**src/rtl/uart_apb_sequencer_pkg.sv**
```systemverilog
// Shared types and constants for the UART APB sequencer: FSM states, UART register
// word addresses and LSR bit positions. RD_RBR exists only with UART_APB_SEQUENCER_RX_EN.
package uart_apb_seq_pkg;

  typedef enum logic [3:0] {
    IDLE,
    CFG_DIV1,
    CFG_DIV2,
    CFG_LCR,
    CFG_FCR,
    CFG_IER,
    POLL_LSR,
`ifdef UART_APB_SEQUENCER_RX_EN
    RD_RBR,
`endif
    WR_THR
  } seq_state_e;

  localparam logic [31:0] ADDR_RBR  = 32'h0000_0000;
  localparam logic [31:0] ADDR_THR  = 32'h0000_0000;
  localparam logic [31:0] ADDR_IER  = 32'h0000_0004;
  localparam logic [31:0] ADDR_FCR  = 32'h0000_0008;
  localparam logic [31:0] ADDR_LCR  = 32'h0000_000C;
  localparam logic [31:0] ADDR_LSR  = 32'h0000_0014;
  localparam logic [31:0] ADDR_DIV1 = 32'h0000_001C;
  localparam logic [31:0] ADDR_DIV2 = 32'h0000_0020;

  localparam int unsigned LSR_DR   = 0;
  localparam int unsigned LSR_PE   = 2;
  localparam int unsigned LSR_FE   = 3;
  localparam int unsigned LSR_BI   = 4;
  localparam int unsigned LSR_THRE = 5;

  function automatic logic [31:0] zext8(input logic [7:0] b);
    return {24'h00_0000, b};
  endfunction

endpackage

```
**src/rtl/uart_apb_sequencer_master.sv**
```systemverilog
// uart_apb_master: single-outstanding APB master running SETUP then ACCESS until PREADY.
// Address/data/direction are latched when req is accepted and cleared when the transfer ends.
module uart_apb_master (
  input  logic        clk,
  input  logic        rst,
  input  logic        req,
  input  logic        we,
  input  logic [31:0] addr,
  input  logic [31:0] wdata,
  output logic        done,
  output logic [31:0] rdata,
  output logic        err,
  output logic        psel,
  output logic        penable,
  output logic        pwrite,
  output logic [31:0] paddr,
  output logic [31:0] pwdata,
  input  logic [31:0] prdata,
  input  logic        pready,
  input  logic        pslverr
);

  typedef enum logic [1:0] {PH_IDLE, PH_SETUP, PH_ACCESS} phase_e;

  phase_e      phase_q, phase_d;
  logic [31:0] paddr_q, paddr_d;
  logic [31:0] pwdata_q, pwdata_d;
  logic        pwrite_q, pwrite_d;

  always_comb begin
    phase_d  = phase_q;
    paddr_d  = paddr_q;
    pwdata_d = pwdata_q;
    pwrite_d = pwrite_q;
    case (phase_q)
      PH_IDLE: if (req) begin
        phase_d  = PH_SETUP;
        paddr_d  = addr;
        pwdata_d = wdata;
        pwrite_d = we;
      end
      PH_SETUP: phase_d = PH_ACCESS;
      PH_ACCESS: if (pready) begin
        phase_d  = PH_IDLE;
        paddr_d  = '0;
        pwdata_d = '0;
        pwrite_d = 1'b0;
      end
      default: phase_d = PH_IDLE;
    endcase
  end

  always_ff @(posedge clk or posedge rst) begin
    if (rst) begin
      phase_q  <= PH_IDLE;
      paddr_q  <= '0;
      pwdata_q <= '0;
      pwrite_q <= 1'b0;
    end else begin
      phase_q  <= phase_d;
      paddr_q  <= paddr_d;
      pwdata_q <= pwdata_d;
      pwrite_q <= pwrite_d;
    end
  end

  assign psel    = (phase_q != PH_IDLE);
  assign penable = (phase_q == PH_ACCESS);
  assign pwrite  = pwrite_q;
  assign paddr   = paddr_q;
  assign pwdata  = pwdata_q;
  assign done    = penable && pready;
  assign rdata   = prdata;
  assign err     = done && pslverr;

endmodule

```
**src/rtl/uart_apb_sequencer.sv**
```systemverilog
// UART APB sequencer: configures a 16550-style UART over APB, then polls LSR to move
// bytes between the UART and the tx/rx streams. RX path gated by UART_APB_SEQUENCER_RX_EN.
module uart_apb_sequencer
  import uart_apb_seq_pkg::*;
#(
  parameter logic [15:0] DIVISOR  = 16'd54,
  parameter logic [7:0]  LCR_INIT = 8'h03,
  parameter logic [7:0]  FCR_INIT = 8'h06,
  parameter logic [7:0]  IER_INIT = 8'h00
) (
  input  logic        PCLK,
  input  logic        PRESET,
  output logic [31:0] PADDR,
  output logic [31:0] PWDATA,
  output logic        PWRITE,
  output logic        PSEL,
  output logic        PENABLE,
  input  logic [31:0] PRDATA,
  input  logic        PREADY,
  input  logic        PSLVERR,
  input  logic        tx_valid,
  input  logic [7:0]  tx_data,
  output logic        tx_ready,
  output logic        rx_valid,
  output logic [7:0]  rx_data,
  output logic [2:0]  rx_err,
  input  logic        rx_ready,
  output logic        cfg_done,
  output logic        apb_err
);

  seq_state_e  state_q, state_d;
  logic        issued_q, issued_d;
  logic        cfg_done_q, cfg_done_d;
  logic        apb_err_q, apb_err_d;
  logic        req, req_we, done, err;
  logic [31:0] req_addr, req_wdata, rdata;

  // Request decode: each state issues exactly one transfer, tracked by issued_q.
  always_comb begin
    req_we    = 1'b0;
    req_addr  = '0;
    req_wdata = '0;
    case (state_q)
      CFG_DIV1: begin req_we = 1'b1; req_addr = ADDR_DIV1; req_wdata = zext8(DIVISOR[7:0]);  end
      CFG_DIV2: begin req_we = 1'b1; req_addr = ADDR_DIV2; req_wdata = zext8(DIVISOR[15:8]); end
      CFG_LCR:  begin req_we = 1'b1; req_addr = ADDR_LCR;  req_wdata = zext8(LCR_INIT);      end
      CFG_FCR:  begin req_we = 1'b1; req_addr = ADDR_FCR;  req_wdata = zext8(FCR_INIT);      end
      CFG_IER:  begin req_we = 1'b1; req_addr = ADDR_IER;  req_wdata = zext8(IER_INIT);      end
      POLL_LSR: req_addr = ADDR_LSR;
`ifdef UART_APB_SEQUENCER_RX_EN
      RD_RBR:   req_addr = ADDR_RBR;
`endif
      WR_THR:   begin req_we = 1'b1; req_addr = ADDR_THR;  req_wdata = zext8(tx_data);       end
      default:  req_we = 1'b0;
    endcase
    req = (state_q != IDLE) && !issued_q;
  end

`ifdef UART_APB_SEQUENCER_RX_EN
  logic       rx_valid_q, rx_valid_d;
  logic [7:0] rx_data_q, rx_data_d;
  logic [2:0] rx_err_q, rx_err_d;
  logic [2:0] lsr_err_q, lsr_err_d;
`endif

  always_comb begin
    state_d    = state_q;
    cfg_done_d = cfg_done_q;
    apb_err_d  = apb_err_q | err;
    issued_d   = done ? 1'b0 : (issued_q | req);
`ifdef UART_APB_SEQUENCER_RX_EN
    rx_valid_d = rx_valid_q & ~rx_ready;
    rx_data_d  = rx_data_q;
    rx_err_d   = rx_err_q;
    lsr_err_d  = lsr_err_q;
`endif
    case (state_q)
      IDLE:     state_d = CFG_DIV1;
      CFG_DIV1: if (done) state_d = CFG_DIV2;
      CFG_DIV2: if (done) state_d = CFG_LCR;
      CFG_LCR:  if (done) state_d = CFG_FCR;
      CFG_FCR:  if (done) state_d = CFG_IER;
      CFG_IER:  if (done) begin
        state_d    = POLL_LSR;
        cfg_done_d = 1'b1;
      end
      POLL_LSR: if (done) begin
`ifdef UART_APB_SEQUENCER_RX_EN
        lsr_err_d = {rdata[LSR_BI], rdata[LSR_FE], rdata[LSR_PE]};
        if (rdata[LSR_DR] && !rx_valid_q)           state_d = RD_RBR;
        else if (rdata[LSR_THRE] && tx_valid)       state_d = WR_THR;
`else
        if (rdata[LSR_THRE] && tx_valid)            state_d = WR_THR;
`endif
      end
`ifdef UART_APB_SEQUENCER_RX_EN
      RD_RBR: if (done) begin
        state_d    = POLL_LSR;
        rx_valid_d = 1'b1;
        rx_data_d  = rdata[7:0];
        rx_err_d   = lsr_err_q;
      end
`endif
      WR_THR:   if (done) state_d = POLL_LSR;
      default:  state_d = IDLE;
    endcase
  end

  always_ff @(posedge PCLK or posedge PRESET) begin
    if (PRESET) begin
      state_q    <= IDLE;
      issued_q   <= 1'b0;
      cfg_done_q <= 1'b0;
      apb_err_q  <= 1'b0;
`ifdef UART_APB_SEQUENCER_RX_EN
      rx_valid_q <= 1'b0;
      rx_data_q  <= '0;
      rx_err_q   <= '0;
      lsr_err_q  <= '0;
`endif
    end else begin
      state_q    <= state_d;
      issued_q   <= issued_d;
      cfg_done_q <= cfg_done_d;
      apb_err_q  <= apb_err_d;
`ifdef UART_APB_SEQUENCER_RX_EN
      rx_valid_q <= rx_valid_d;
      rx_data_q  <= rx_data_d;
      rx_err_q   <= rx_err_d;
      lsr_err_q  <= lsr_err_d;
`endif
    end
  end

  uart_apb_master u_apb (
    .clk     (PCLK),
    .rst     (PRESET),
    .req     (req),
    .we      (req_we),
    .addr    (req_addr),
    .wdata   (req_wdata),
    .done    (done),
    .rdata   (rdata),
    .err     (err),
    .psel    (PSEL),
    .penable (PENABLE),
    .pwrite  (PWRITE),
    .paddr   (PADDR),
    .pwdata  (PWDATA),
    .prdata  (PRDATA),
    .pready  (PREADY),
    .pslverr (PSLVERR)
  );

  // tx_ready follows PREADY in the THR completion cycle, so it cannot be a flop.
  assign tx_ready = done && (state_q == WR_THR);
  assign cfg_done = cfg_done_q;
  assign apb_err  = apb_err_q;

`ifdef UART_APB_SEQUENCER_RX_EN
  assign rx_valid = rx_valid_q;
  assign rx_data  = rx_data_q;
  assign rx_err   = rx_err_q;
  logic unused_ok;
  assign unused_ok = &{1'b0, rdata};
`else
  assign rx_valid = 1'b0;
  assign rx_data  = '0;
  assign rx_err   = '0;
  logic unused_ok;
  assign unused_ok = &{1'b0, rdata, rx_ready};
`endif

endmodule

```
**config.mk**
```make
export PLATFORM = sky130hd
export DESIGN_NAME = uart_apb_sequencer
export DESIGN_NICKNAME = d
export VERILOG_FILES = /design/src/rtl/uart_apb_sequencer_pkg.sv /design/src/rtl/uart_apb_sequencer_master.sv /design/src/rtl/uart_apb_sequencer.sv
export SDC_FILE = /design/constraint.sdc
export NUM_CORES = 1
export LEC_CHECK = 0
export ABC_AREA = 1
export BUFFER_PORTS_ARGS = -buffer_cell sky130_fd_sc_hd__buf_4
export CAP_MARGIN = 20
export CORE_ASPECT_RATIO = 0.5
export CORE_MARGIN = 2
export CORE_UTILIZATION = 25
export CTS_CLUSTER_DIAMETER = 30
export DETAILED_ROUTE_END_ITERATION = 7
export PLACE_DENSITY_LB_ADDON = 0.12
export SYNTH_ARGS = -nofsm -noshare
export SYNTH_HDL_FRONTEND = slang
export SYNTH_HIERARCHICAL = 1
export SYNTH_SLANG_ARGS = --single-unit
```
**constraint.sdc**
```tcl
create_clock -name PCLK -period 3.2 [get_ports PCLK]
set_clock_uncertainty 0.1 [all_clocks]
set_input_delay 0.48 -clock PCLK [delete_from_list [all_inputs] [get_ports PCLK]]
set_output_delay 0.48 -clock PCLK [all_outputs]
set_load 0.05 [all_outputs]
```
==> metrics.md, run 1 <==
| Metric | Value |
|---|---|
| Status | completed |
| Routed Wire Length | 7950 um |
| Critical Path RT | 2620 ps |
| Clock slew at reported path FFs | 60 ps |
| Total Power | 4.20 mW |
| Final period utilization | 69.5% |
| Hold Path Class | in -> reg |
| Port Buffers | 83 |
| Max Cap Violations | 0 |
| Synth Cell Area | 3240 um^2 |
| Core footprint | 12700 um^2 |
| Vias | 2657 |
| Hpwl dp | 4810 um |
| Worst Setup End Kind | primary output |
| Least-Margin Pin Slew | 793 ps |
| First-pass GRT wire length | 13400 um |
| Final-stage net count | 553 |
| Postcts setup bufs | 0 |
| DR WL/cell | 11.7 um |
| Pleak | 2.58 nW |
| Setup Viol. Count Final | 0 |
| Worst vdd ir | 328 uV |
| Die ar. | 13900 um^2 |
| Post-cts resize count | 0 |
| P per Cell Area | 944 nW/um^2 |
| H-tree levels | 3 |
| Post-Syn Instances | 378 |
| Share of cells above drive strength 1 | 24.4% |
| Antenna violations before repair | 0 |
| Area Overhead vs Synth | 37.4% |
| Maximum clock insertion buffer count | 2 |
| Final Hold Viols | 0 |
| N_diodes | 0 |
| Largest net degree at the start of global routing | 68 |
| Crit path arrival time | 1650 ps |
| Die Wd | 165 um |
| Num rows | 29 |
| Initial core utilization | 25.6% |
| CTS root buf | clkbuf_16 |
| Setup Crit Path Kind | reg -> out |
| Startpoint types | flip-flop |
| Clock Latency Late Sink | 330 ps |
| Drc violations | 0 |
| Vias per inst | 3.90 |
| # IOs | 128 |
| Relative slew slack | 47.1% |
| Antenna viol nets, final | 0 |
| Minimum clock period | 2230 ps |
| Total CTS buffers | 9 |
| Vias in the first global route | 2601 |
| Gr ovfl total | 0 |
| Fin Setup TNS | 0 ps |
| Die height | 84.5 um |
| Mean Syn Cell Area | 8.57 um^2 |
| RSZ-0062 raised after global routing | no |
| Iteration-0 DRC Markers | 92 |
| Synth Warn # | 6 |
| Sink Count | 73 |
| Crit Path Max Fanout | 8 |
| Drt pass-1 iters | 4 |
| Hold Buf Count CTS | 1 |
| GPL Wtd Cong | 0.767 |
| Fmax | 449 MHz |
| GRT Overall Usage | 12.6% |
| TritonCTS clock tree | done |
| Max-slew violation count | 0 |
==> state kept, by name, indices dropped and copies added, names as in the netlist <==
register	count
state_q	3
u_apb/pwdata	32
issued_q	1
cfg_done	1
u_apb/phase_q	2
u_apb/paddr	32
u_apb/pwrite	1
apb_err	1
==> per-layer routing <==
metal / routed length (um) / global-route usage, % / vias up
li1: - / - / 1377
met1: 3670 / 15.6 / 1219
met2: 3840 / 21.1 / 52
met3: 346 / 4.00 / 9
met4: 92 / 3.56 / 0
met5: 0 / 0 / -
==> final timing paths <==
kind	depth (start not counted)	start	slack, ps	end
worst max-delay path	5	state_q[0]$_DFFE_PP0P_	970	tx_ready
worst min-delay path	4	PREADY	330	u_apb/phase_q[1]$_DFFE_PP0P_
worst max register to register	6	state_q[0]$_DFFE_PP0P_	1280	u_apb/pwdata[7]$_DFFE_PP0P_
worst min register to register	1	cfg_done$_DFFE_PP0P_	360	cfg_done$_DFFE_PP0P_
max in group asynchronous	4	PRESET	1980	u_apb/pwdata[15]$_DFFE_PP0P_
min in group asynchronous	3	PRESET	550	apb_err$_DFF_PP0_
==> layout make-up <==
| cell class | instances | area (um^2) |
|---|---|---|
| fillers | 1371 | 8210 |
| clock buffers | 12 | 267 |
| clock inverters | 4 | 50.0 |
| well taps | 170 | 213 |
| flip-flops and latches | 73 | 1830 |
| repair buffers | 90 | 691 |
| multi-input cells | 315 | 1340 |
| inverters | 18 | 67.6 |
==> cell usage in the layout (no fill, tap or decap), types with 2 or more instances in the layout <==
master,n
nor2_4,3
nand3_1,72
nor2_1,12
inv_1,10
buf_4,88
clkinvlp_4,2
dfrtp_1,73
inv_2,8
clkbuf_16,9
nand2_1,151
nand2_2,5
conb_1,64
clkbuf_8,3
==> per-stage QoR <==
step | instance area (um^2) | instances | utilization (%) | hold WS (ps) | setup WS, ps
5_1_grt | 4450 | 682 | 35.1 | 324 | 834
3_3_place_gp | 4120 | 665 | 32.6 | 337 | 1210
3_5_place_dp | 4120 | 665 | 32.6 | 338 | 1210
6_report | 4450 | 682 | 35.1 | 330 | 975
2_1_floorplan | 3480 | 441 | - | 171 | 937
4_1_cts | 4450 | 682 | 35.1 | 314 | 924
==> where the power goes <==
group          switching [mW]  internal (mW)
sequential              0.164           1.18
combinational            1.30          0.501
clock                   0.396          0.666
total                    1.86           2.35
==> worst max-delay path: stages, from the launching register on <==
cell	delay, ps
dfrtp_1	510
nand2_1	160
nor2_4	170
inv_1	130
nor2_1	130
buf_4	210
Power figures use the tool's default switching activity.
==> run 2, diff against run 1 <==
- ABC_AREA: 1 -> 0
- clock period: 3.2 -> 1.9 ns (I/O delays scaled with it)
==> run 2 against run 1 <==
Synthesized cell count down 2.6%; setup slack got worse by 880 ps; power is 19% lower; non-clock buffer count grew 14; design area increased by 15%; core utilization is essentially flat; largest cell class is now multi-input gates; worst hold slack lost 160 ps; first-iteration DRC count rose by 16%; critical path depth is 1 lower; clock power rose by 64%; final cell count is 3.2% higher; critical endpoint unchanged; sequential cell count unchanged.
==> metrics.md, run 2 <==
| Metric | Value |
|---|---|
| Status | completed |
| Largest net degree at the start of global routing | 49 (-28%) |
| Die Wd | 178 um (+7.8%) |
| Routed Wire Length | 10100 um (+27%) |
| P per Cell Area | 666 nW/um^2 (-30%) |
| Vias | 3055 (+15%) |
| DR WL/cell | 14.3 um (+23%) |
| Share of cells above drive strength 1 | 27.1% (+2.7 points) |
| First-pass GRT wire length | 16500 um (+23%) |
| Iteration-0 DRC Markers | 107 (+16%) |
| Clock Latency Late Sink | 330 ps (about the same) |
| Fmax | 554 MHz |
| Setup Viol. Count Final | 0 (unchanged) |
| Setup Crit Path Kind | reg -> out |
| Post-Syn Instances | 368 (-2.6%) |
| Vias per inst | 4.34 (+11%) |
| Synth Warn # | 6 (unchanged) |
| Pleak | 2.50 nW (-2.9%) |
| Mean Syn Cell Area | 10.3 um^2 (+20%) |
| Final Hold Viols | 0 (unchanged) |
| Least-Margin Pin Slew | 787 ps (-6.25 ps) |
| Total CTS buffers | 9 (unchanged) |
| Num rows | 31 (+6.9%) |
| Drt pass-1 iters | 4 (unchanged) |
| Final period utilization | 95.0% |
| Sink Count | 73 (unchanged) |
| H-tree levels | 3 (unchanged) |
| Crit Path Max Fanout | 7 (-1) |
| Antenna viol nets, final | 0 (unchanged) |
| TritonCTS clock tree | done |
| Fillers | 1535 (+12%) |
| Worst slack at placement | 135 ps (-1080 ps) |
| Clock slew at reported path FFs | 60 ps (about the same) |
| Die height | 91.0 um (+7.7%) |
| N_diodes | 0 (unchanged) |
| Worst vdd ir | 383 uV (+17%) |
| Critical Path RT | 1510 ps (-1110 ps) |
| Startpoint types | flip-flop |
| Commonest non-fill, non-tap cell in the layout | buf_4 |
| Max Cap Violations | 0 (unchanged) |
| Maximum clock insertion buffer count | 2 (unchanged) |
| Synth Cell Area | 3780 um^2 (+17%) |
| Minimum clock period | 1800 ps |
| Port Buffers | 83 (unchanged) |
| Hpwl dp | 6280 um (+30%) |
| Hold Path Class | in -> reg |
| Total Power | 3.42 mW (-19%) |
| Antenna violations before repair | 0 (unchanged) |
| Crit path arrival time | 1420 ps (-230 ps) |
| Gr ovfl total | 0 (unchanged) |
| Max-slew violation count | 0 (unchanged) |
| Fin Setup TNS | 0 ps (unchanged) |
| Area Overhead vs Synth | 35.9% |
| Final-stage net count | 547 (-1.1%) |
| GRT Overall Usage | 13.0% (+0.44 points) |
| Die ar. | 16200 um^2 (+16%) |
| Worst Setup End Kind | primary output |
| Core footprint | 14600 um^2 (+15%) |
| CTS root buf | clkbuf_16 |
| GPL Wtd Cong | 0.656 (-14%) |
| Final core utilization | 35.1% (about the same) |
| Relative slew slack | 47.4% (+0.31 points) |
| RSZ-0062 raised after global routing | yes |
| # IOs | 128 (unchanged) |
| Most frequent cells in the layout | buf_4 (96), dfrtp_1 (71), a21oi_1 (69) |
| Drc violations | 0 (unchanged) |
| Post-route worst setup slack | 95.7 ps (-879 ps) |
| Initial core utilization | 25.9% (+0.28 points) |
| Vias in the first global route | 2988 (+15%) |
-- run 2: final cells by class --
class	count	area [um^2]	share of cell area, %
clock buffer	10	239	4.65
tap	198	248	4.82
timing repair buffer	104	836	16.3
inverter	7	30.0	0.585
clock inverter	6	66.3	1.29
multi-input combinational	306	1890	36.8
sequential	73	1830	35.6
-- run 2: per-stage QoR --
stage | std cells | hold slack [ps] | instance area [um^2]
2_1_floorplan | 431 | -24.0 | 4030
3_3_place_gp | 682 | 156 | 4760
3_5_place_dp | 682 | 164 | 4760
4_1_cts | 699 | 157 | 5080
5_1_grt | 704 | 167 | 5140
6_report | 704 | 173 | 5140
-- run 2: what timing repair did --
action,4_1_cts,5_1_grt
pin swaps,0,1
hold buffers,1,0
setup endpoints to repair,1,35
gates resized for setup,2,6
buffers inserted,0,5
endpoints found under the hold margin,46,0
-- run 2: worst paths after layout --
kind                                               from                            to  slack [ps]  cells past startpoint
setup / recovery           u_apb/phase_q[1]$_DFFE_PP0P_                      tx_ready         100                      4
hold / removal                                   PREADY  u_apb/phase_q[1]$_DFFE_PP0P_         170                      3
setup reg to reg                 state_q[0]$_DFFE_PP0P_   u_apb/pwdata[5]$_DFFE_PP0P_         140                      5
hold reg to reg                    cfg_done$_DFFE_PP0P_          cfg_done$_DFFE_PP0P_         380                      1
max in group asynchronous                        PRESET  u_apb/phase_q[1]$_DFFE_PP0P_         840                      4
min in group asynchronous                        PRESET          cfg_done$_DFFE_PP0P_         360                      3
-- run 2: power by group --
group          switching [mW]  total (mW)  internal (mW)
clock network           0.679        1.74           1.06
registers                   0        1.55           1.55
logic                   0.104       0.130         0.0260
total                   0.783        3.42           2.64
-- run 2: per-layer routing --
layer | wire length, um | vias to the layer above | share of wire [%] | track usage [%]
li1 | - | 1508 | - | -
met5 | 0 | - | 0 | 0
met1 | 5010 | 1476 | 50 | 18.3
met3 | 407 | 6 | 4.0 | 3.56
met2 | 4570 | 65 | 45 | 19.7
met4 | 77 | 0 | 0.77 | 3.28
-- run 2: critical path: stages (launching register included) --
cell     delay (ps)
dfrtp_2         420
nor2b_4         210
and2_1          160
and2_1          140
buf_6           160
==> run 3, diff against run 2 <==
- BUFFER_PORTS_ARGS: -buffer_cell sky130_fd_sc_hd__buf_4 -> default
- DONT_BUFFER_PORTS: default -> 1
==> run 3 against run 2 <==
Core utilization shrank 4.3 points; critical path depth is the same; routed wire length shrank 0.35%; global-route usage shrank 0.33 points; first-iteration DRC count grew 58%; clock power grew 6%; combinational power shrank 18%; sequential cell count is the same; sequential share of layout area grew 4.9 points; die area is the same; worst hold slack lost 120 ps; via count shrank 11%; critical endpoint unchanged; largest power group unchanged.
==> metrics.md, run 3 (synthesized netlist as in run 2, its figures left out) <==
| Metric | Value |
|---|---|
| Iteration-0 DRC Markers | 169 (+58%) |
| P per Cell Area | 778 nW/um^2 (+17%) |
| Worst vdd ir | 263 uV (-31%) |
| Most frequent cells in the layout | dfrtp_1 (72), a21oi_1 (69), nor2b_1 (68) |
| Final period utilization | 94.6% (-0.40 points) |
| Switching part of the total | 21.8% (-1.1 points) |
| H-tree levels | 3 (unchanged) |
| Max-slew violation count | 0 (unchanged) |
| First-pass GRT wire length | 15800 um (-4.6%) |
| Die height | 91.0 um (unchanged) |
| Core footprint | 14600 um^2 (unchanged) |
| Total CTS buffers | 9 (unchanged) |
| Die Wd | 178 um (unchanged) |
| TritonCTS clock tree | done |
| Crit Path Max Fanout | 15 (+8) |
| Maximum clock insertion buffer count | 2 (unchanged) |
| Setup Viol. Count Final | 0 (unchanged) |
| Fillers | 1508 (-1.8%) |
| Postcts setup bufs | 0 (unchanged) |
| Crit path arrival time | 1410 ps (about the same) |
| Worst hold slack | 48.1 ps (-124 ps) |
| GRT Overall Usage | 12.7% (-0.33 points) |
| Final Hold Viols | 0 (unchanged) |
| Sink Count | 73 (unchanged) |
| Sequential share of power | 44.2% (-1.2 points) |
| Drt pass-1 iters | 4 (unchanged) |
| Commonest non-fill, non-tap cell in the layout | dfrtp_1 |
| Register area | 1830 um^2 (about the same) |
| Largest net degree at the start of global routing | 68 (+39%) |
| Status | completed |
| Fin Setup TNS | 0 ps (unchanged) |
| DR WL/cell | 16.2 um (+14%) |
| Worst Setup End Kind | primary output |
| Routed Wire Length | 10000 um (-0.35%) |
| Vias per inst | 4.41 (+1.5%) |
| N_diodes | 0 (unchanged) |
| Switch Pwr | 767 uW (-2.0%) |
| Clock Latency Late Sink | 330 ps (about the same) |
| Max Cap Violations | 0 (unchanged) |
| Antenna violations before repair | 0 (unchanged) |
| Least-Margin Pin Slew | 698 ps (-88.9 ps) |
| Largest incremental delay on the critical path | 380 ps (-40 ps) |
| Hpwl dp | 6010 um (-4.2%) |
| Total Power | 3.51 mW (+2.7%) |
| Num rows | 31 (unchanged) |
| Inst Count DP | 600 (-12%) |
| Cell chain of the critical path | buf_6 > and3_4 > and2_4 > buf_12 |
| Port Buffers | 0 (-100%) |
| Minimum clock period | 1800 ps (-7.53 ps) |
| Initial core utilization | 25.9% (unchanged) |
| Internal power | 2.75 mW (+4.1%) |
| Fmax | 557 MHz (+0.42%) |
| Drc violations | 0 (unchanged) |
| Gr ovfl total | 0 (unchanged) |
| Multi-input gate area | 1900 um^2 (+0.33%) |
| Comb power frac | 3.1% (-0.7 points) |
| Die ar. | 16200 um^2 (unchanged) |
| # IOs | 128 (unchanged) |
| Vias | 2723 (-11%) |
| Pleak | 2.06 nW (-18%) |
| Clock slew at reported path FFs | 60 ps (about the same) |
| CTS root buf | clkbuf_16 |
| Crit path buffers/inverters | 2 (+1) |
| Antenna viol nets, final | 0 (unchanged) |
| RSZ-0062 raised after global routing | no |
| Final-stage net count | 461 (-16%) |
| Hold Path Class | in -> reg |
| Relative slew slack | 53.3% (+5.8 points) |
| Setup Crit Path Kind | reg -> out |
| Clock power share | 52.7% (+1.9 points) |
| Vias in the first global route | 2640 (-12%) |
| Critical Path RT | 1510 ps (about the same) |
| GPL Wtd Cong | 0.675 (+2.9%) |
| Share of cells above drive strength 1 | 11.7% (-15 points) |
| Finished Cell Area | 4510 um^2 (-12%) |
| Top delay family on crit path | simple AND/OR/NAND/NOR gates |
| Post-Layout Cell Count | 618 (-12%) |
| Startpoint types | flip-flop |
| Slowest cell on the critical path | dfrtp_1 |
| Area Overhead vs Synth | 19.4% |
| Placement Cell Area | 4160 um^2 (-13%) |
## run 3: path summary, 6_finish.rpt
path                                                 to  cells past startpoint  slack, ps                    from
min reg2reg                          issued_q$_DFF_PP0_                      2        450      issued_q$_DFF_PP0_
max in group asynchronous  u_apb/phase_q[1]$_DFFE_PP0P_                      3        910                  PRESET
min in group asynchronous          cfg_done$_DFFE_PP0P_                      2        300                  PRESET
max                                            tx_ready                      4        100  state_q[0]$_DFFE_PP0P_
max reg2reg                u_apb/phase_q[0]$_DFFE_PP0P_                      4        240  state_q[0]$_DFFE_PP0P_
min                        u_apb/phase_q[1]$_DFFE_PP0P_                      2         50                  PREADY
## run 3: final cells by class
class	count	share of cell area [%]
timing repair buffer	17	4.24
multi-input combinational	307	42.0
clock inverter	5	1.75
inverter	7	0.665
sequential	73	40.5
tap	198	5.49
clock buffer	11	5.38
## run 3: power groups by stage
stage	Combinational (mW)	Clock, mW	Sequential, mW
floorplan	0.108	0	1.58
global placement	0.107	0	1.58
detailed placement	0.107	0	1.58
CTS	0.110	1.93	1.55
global route	0.124	2.01	1.55
finish	0.107	1.85	1.55
## run 3: per-layer routing
metal | vias to the layer above | track usage (%) | wire, um
met5 | - | 0 | 0
met4 | 0 | 3.07 | 82
met3 | 8 | 4.31 | 550
met2 | 58 | 18.9 | 4430
met1 | 1313 | 17.6 | 4970
li1 | 1344 | - | -
## run 3: stage by stage
stage	utilization, %	setup slack [ps]
after global placement	28.4	126
after detailed placement	28.4	149
final	30.9	103
after floorplan	-	-30.0
after CTS	30.7	3.27
after global routing	30.9	31.7
## run 3: what timing repair did
item / 4_1_cts / 5_1_grt
setup endpoints to repair: 1 / 3
hold endpoints to repair: 73 / 0
resized for setup: 3 / 3
hold buffers: 1 / 0
gates cloned: 0 / 1
pin swaps: 0 / 0
## run 3: worst reg2reg max path: stages (launching register included)
cell	delay (ps)
dfrtp_1	380
nor3_1	100
nor2_4	170
nor2b_2	630
nor2b_1	210
